## src/rtl/instr_fetch_unit.sv

```systemverilog
// Instruction fetch stage: owns the PC, fetches words over a req/gnt + rvalid
// memory handshake (one request outstanding), and presents each instruction
// with its PC to decode through a one-entry valid/ready output buffer.
// A redirect from branch resolution flushes buffered and in-flight fetches.
module instr_fetch_unit #(
    parameter logic [31:0] RESET_PC = 32'h0000_0000
) (
    input  logic        clk,
    input  logic        rst_n,
    output logic        imem_req,
    output logic [31:0] imem_addr,
    input  logic        imem_gnt,
    input  logic        imem_rvalid,
    input  logic [31:0] imem_rdata,
    input  logic        redirect_valid,
    input  logic [31:0] redirect_pc,
    output logic        if_valid,
    input  logic        if_ready,
    output logic [31:0] if_instr,
    output logic [31:0] if_pc,
    output logic [6:0]  if_opcode
);

    localparam int unsigned XLEN  = 32;
    localparam int unsigned OPC_W = 7;

    typedef enum logic {
        S_REQ  = 1'b0,
        S_WAIT = 1'b1
    } state_e;

    state_e          state;
    state_e          state_nxt;
    logic            drop;
    logic            drop_nxt;
    logic            issue;
    logic            fill;
    logic [XLEN-1:0] pc;
    logic [XLEN-1:0] pc_inflight;
    logic [XLEN-1:0] redirect_aligned;

    // Redirect targets are always word aligned
    assign redirect_aligned = redirect_pc & ~XLEN'(3);

    // FSM state and drop flag register
    always_ff @(posedge clk or negedge rst_n) begin
        if (!rst_n) begin
            state <= S_REQ;
            drop  <= 1'b0;
        end else begin
            state <= state_nxt;
            drop  <= drop_nxt;
        end
    end

    // Next state, request gating and response acceptance
    always_comb begin
        state_nxt = state;
        drop_nxt  = drop;
        imem_req  = 1'b0;
        issue     = 1'b0;
        fill      = 1'b0;
        case (state)
            S_REQ: begin
                // Only ask for a word when the buffer will be free to take it
                imem_req = rst_n & ~redirect_valid & (~if_valid | if_ready);
                issue    = imem_req & imem_gnt;
                if (issue) begin
                    state_nxt = S_WAIT;
                end
            end
            S_WAIT: begin
                if (imem_rvalid) begin
                    // Response consumes any pending drop; stale or redirected data is discarded
                    state_nxt = S_REQ;
                    drop_nxt  = 1'b0;
                    fill      = ~drop & ~redirect_valid;
                end else if (redirect_valid) begin
                    drop_nxt = 1'b1;
                end
            end
            default: begin
                state_nxt = S_REQ;
            end
        endcase
    end

    // Program counter and address of the outstanding fetch
    always_ff @(posedge clk or negedge rst_n) begin
        if (!rst_n) begin
            pc          <= RESET_PC;
            pc_inflight <= '0;
        end else if (redirect_valid) begin
            pc <= redirect_aligned;
        end else if (issue) begin
            pc_inflight <= pc;
            pc          <= pc + XLEN'(4);
        end
    end

    // One-entry output buffer towards decode
    always_ff @(posedge clk or negedge rst_n) begin
        if (!rst_n) begin
            if_valid <= 1'b0;
            if_instr <= '0;
            if_pc    <= '0;
        end else if (fill) begin
            if_valid <= 1'b1;
            if_instr <= imem_rdata;
            if_pc    <= pc_inflight;
        end else if (redirect_valid | if_ready) begin
            if_valid <= 1'b0;
        end
    end

    assign imem_addr = pc;
    assign if_opcode = if_instr[OPC_W-1:0];

endmodule

```

## config.mk

```make
export PLATFORM = sky130hd
export DESIGN_NAME = instr_fetch_unit
export DESIGN_NICKNAME = d
export VERILOG_FILES = /design/src/rtl/instr_fetch_unit.sv
export SDC_FILE = /design/constraint.sdc
export NUM_CORES = 1
export LEC_CHECK = 0
export CAP_MARGIN = 20
export CORE_AREA = 2 2 112 114
export DETAILED_ROUTE_END_ITERATION = 10
export DIE_AREA = 0 0 114 116
export PLACE_DENSITY = 0.79
export SKIP_LAST_GASP = 1
export SLEW_MARGIN = 20
export SYNTH_ARGS = -nofsm -noshare
export SYNTH_HDL_FRONTEND = slang
export SYNTH_SLANG_ARGS = --single-unit
```

## constraint.sdc

```tcl
create_clock -name clk -period 2.45 [get_ports clk]
set_clock_uncertainty 0.15 [all_clocks]
set_input_delay 0.6125 -clock clk [delete_from_list [all_inputs] [get_ports clk]]
set_output_delay 0.6125 -clock clk [all_outputs]
set_load 0.1 [all_outputs]
```

==> results_dict.tcl <==
set metrics [dict create \
    max_cap_violations 0 \
    ys_seq_area_share_pct 56.7 \
    fin_util_pct 66.0 \
    setup_viol 0 \
    dp_hpwl_um 10200 \
    antenna_found_initial 0 \
    synth_edf_count 0 \
    finalSetupTns_ns 0 \
    drt_wl_total_um 14100 \
    mappedNetlistArea_um2 5520 \
    p_leak_uw 0.00367 \
    power_uw 11600 \
    clockBufferDepth 2 \
    grt_max_degree 82 \
    ys_types 46 \
    grt_pass1_wl_um 22100 \
    combPwrFrac_pct 51.0 \
    grt_pass1_vias 4444 \
    clock_sinks 125 \
    dr_wl_met2_um 7050 \
    postPlaceCellArea_um2 7230 \
    hp-class "in -> async" \
    numCtsBuffers 17 \
    outcome "complete, no violations" \
    yosys_warnings 0 \
    cts_hold_buf 0 \
    synthFlopType "dfrtp_1" \
    io_buffer_count 168 \
    clkPwrFrac_pct 22.2 \
    cts_tree "yes" \
    drive_gt1_share_pct 37.0 \
    critPathMaxFanout 5 \
    rsz0062_at_grt "false" \
    vdd_drop_max_mv 0.810 \
    swShare_pct 51.6 \
    p_sw_uw 5980 \
    seqPwrFrac_pct 26.8 \
    grt_usage_pct 21.6 \
    maxSlewHeadroom_pct 37.3 \
    critical_path.startpoint "if_valid" \
    die-area_um2 13200 \
    nNetsFinal 749 \
    async_reset_ff_share_pct 100 \
    rows 40 \
    multi_input_area_um2 2190 \
    routed.top_layer "met4" \
    max_freq_mhz 437 \
    tightestPinTransition_ns 0.938 \
    cp.required_ns 1.69 \
    clockRootBuffer "clkbuf_16" \
    r2r-start "imem_addr[7]" \
    area_growth_pct 42.6 \
    crit_type "reg -> out" \
    routedWlPerCell_um 16.8 \
    wl_met1_um 5770 \
    arrival_ns 1.53 \
    vias 4528 \
    register_area_um2 3150 \
    maxSlewViolCount 0 \
    gp_congestion 0.822 \
    rrSetupSlack_ns 0.31 \
    period_minus_slack_ns 2.29 \
    fp.dieH_um 116 \
    place_ws_ns -0.390 \
    startpoint_type "register" \
    die_x_um 114 \
    avgSynthCellArea_um2 11.1 \
    synthCells 499 \
    routed_via_density 5.40 \
    p_int_uw 5620 \
    cts_max_level 4 \
    overflow 0 \
    endpoint_kind "output pin" \
    clkTransAtPathRegs_ns 0.05 \
    antennaDiodeCount 0 \
    clk_latency_ns 0.41 \
    route.detailed.drc 0 \
    final_area_um2 7870 \
    first_pass_iters 6 \
    wl_met3_um 829 \
    yosys_register_bits 125 \
    worst_slack_ns 0.161 \
    fin_crit_sh_pct 93.4 \
    ios 175 \
    ant_nets 0 \
    start_util_pct 46.3 \
    first_iter_violations 249 \
    coreArea_um2 11900 \
    finalHoldViolations 0 \
    power_density_nw_per_um2 1480 \
    fillers 944 \
]
[worst max-delay path: stages, from the launching register on]
cell and delay (ns):
dfrtp_2 0.40, nor2b_4 0.17, nor4b_4 0.33, buf_12 0.22
[metrics by stage]
| stage | hold slack, ns | instances |
|---|---|---|
| after floorplan | 0.167 | 502 |
| after global placement | 0.305 | 806 |
| after detailed placement | 0.310 | 806 |
| after CTS | 0.324 | 838 |
| after global routing | 0.253 | 838 |
| final | 0.180 | 838 |
[state kept, by name, summed over array words and instances, names as in the netlist]
name	count
drop	1
if_instr	32
if_pc	30
if_valid	1
imem_addr	30
pc_inflight	30
state	1
[cell families after synthesis]
logic type / share of synthesized area, %
XOR/XNOR: 0.318
adder cells (fa/ha/maj): 0.227
multiplexers: 13.4
AO/OA/AOI/OAI: 7.78
AND/OR/NAND/NOR: 17.1
flip-flops: 56.7
buffers and inverters: 4.38
other: 0.0680
[synth_stat cells (3+ instances only)]
library cell | instances | area share, %
nor2_1 | 16 | 1.1
o21ai_0 | 18 | 1.6
buf_4 | 11 | 1.5
inv_1 | 8 | 0.54
mux2_2 | 62 | 13
nand3_1 | 17 | 1.5
a32oi_1 | 3 | 0.48
a22oi_1 | 4 | 0.54
dfrtp_1 | 125 | 57
o211ai_1 | 8 | 1.1
nor4_1 | 5 | 0.57
clkbuf_1 | 7 | 0.48
nand4_1 | 12 | 1.4
a21oi_1 | 6 | 0.54
nand2_1 | 119 | 8.1
a221o_1 | 6 | 1.1
or2_2 | 3 | 0.34
and3_1 | 3 | 0.34
nor3_1 | 6 | 0.54
mux2i_1 | 4 | 0.73
buf_2 | 17 | 1.5
o311ai_0 | 7 | 1.1
[routing by layer]
layer  GRT usage (%)  up-vias
li1                -     2102
met1            27.0     2210
met2            35.1      184
met3            5.13       32
met4            11.7        0
met5               0        -
[worst paths after layout]
kind | endpoint | cells after the start
setup / recovery | imem_req | 3
hold / removal | drop | 2
setup reg to reg | imem_addr[27] | 5
hold reg to reg | pc_inflight[19] | 2
max in group asynchronous | imem_addr[13] | 3
min in group clk | pc_inflight[19] | 2
[cell usage in the layout, fill, tap and decap left out, types with 2 or more instances in the layout]
cell             synthesis  final
buf_6                    0      3
a32oi_1                  3      3
a221o_1                  6      6
buf_12                   0      3
nand4_4                  2      2
nor4_1                   5      5
clkbuf_16                0     17
dfrtp_1                125    104
and2_1                   2      2
bufinv_16                0      3
clkbuf_8                 0      4
and3_1                   3      3
a21boi_0                 2      2
dlygate4sd2_1            0      2
clkinvlp_4               0      3
clkinv_2                 0      3
nand2_1                119    119
a31oi_1                  2      2
nor2_1                  16     15
conb_1                   1      4
nand4_1                 12     12
a21oi_1                  6      6
o311ai_0                 7      7
mux2_2                  62     62
nor3_1                   6      6
dfrtp_2                  0     21
a21o_1                   2      2
o21ai_0                 18     18
clkdlybuf4s50_1          0     64
a22oi_1                  4      4
mux2i_1                  4      4
nand3_1                 17     17
buf_4                   11    124
or2_2                    3      3
o211ai_1                 8      8
inv_1                    8      8
[power groups by stage]
stage | Clock, uW | Sequential (uW) | Combinational (uW)
2_1_floorplan | 0 | 6650 | 1170
3_3_place_gp | 0 | 3090 | 5900
3_5_place_dp | 0 | 3140 | 5950
4_1_cts | 2630 | 3110 | 5960
5_1_grt | 2730 | 3190 | 6080
6_report | 2580 | 3100 | 5920
[what timing repair did]
action | in CTS | in global routing
gates resized for setup | 5 | 0
endpoints found under the setup margin | 1 | 0
buffers inserted | 1 | 0
[layout make-up]
class	count	area share [%]
Clock inverter	10	1.73
Inverter	8	0.382
Tap cell	147	2.34
Sequential cell	125	40.1
Clock buffer	22	6.16
Multi-Input combinational cell	330	27.9
Timing Repair Buffer	196	21.4
No activity file was read; power rests on OpenSTA's default activity.
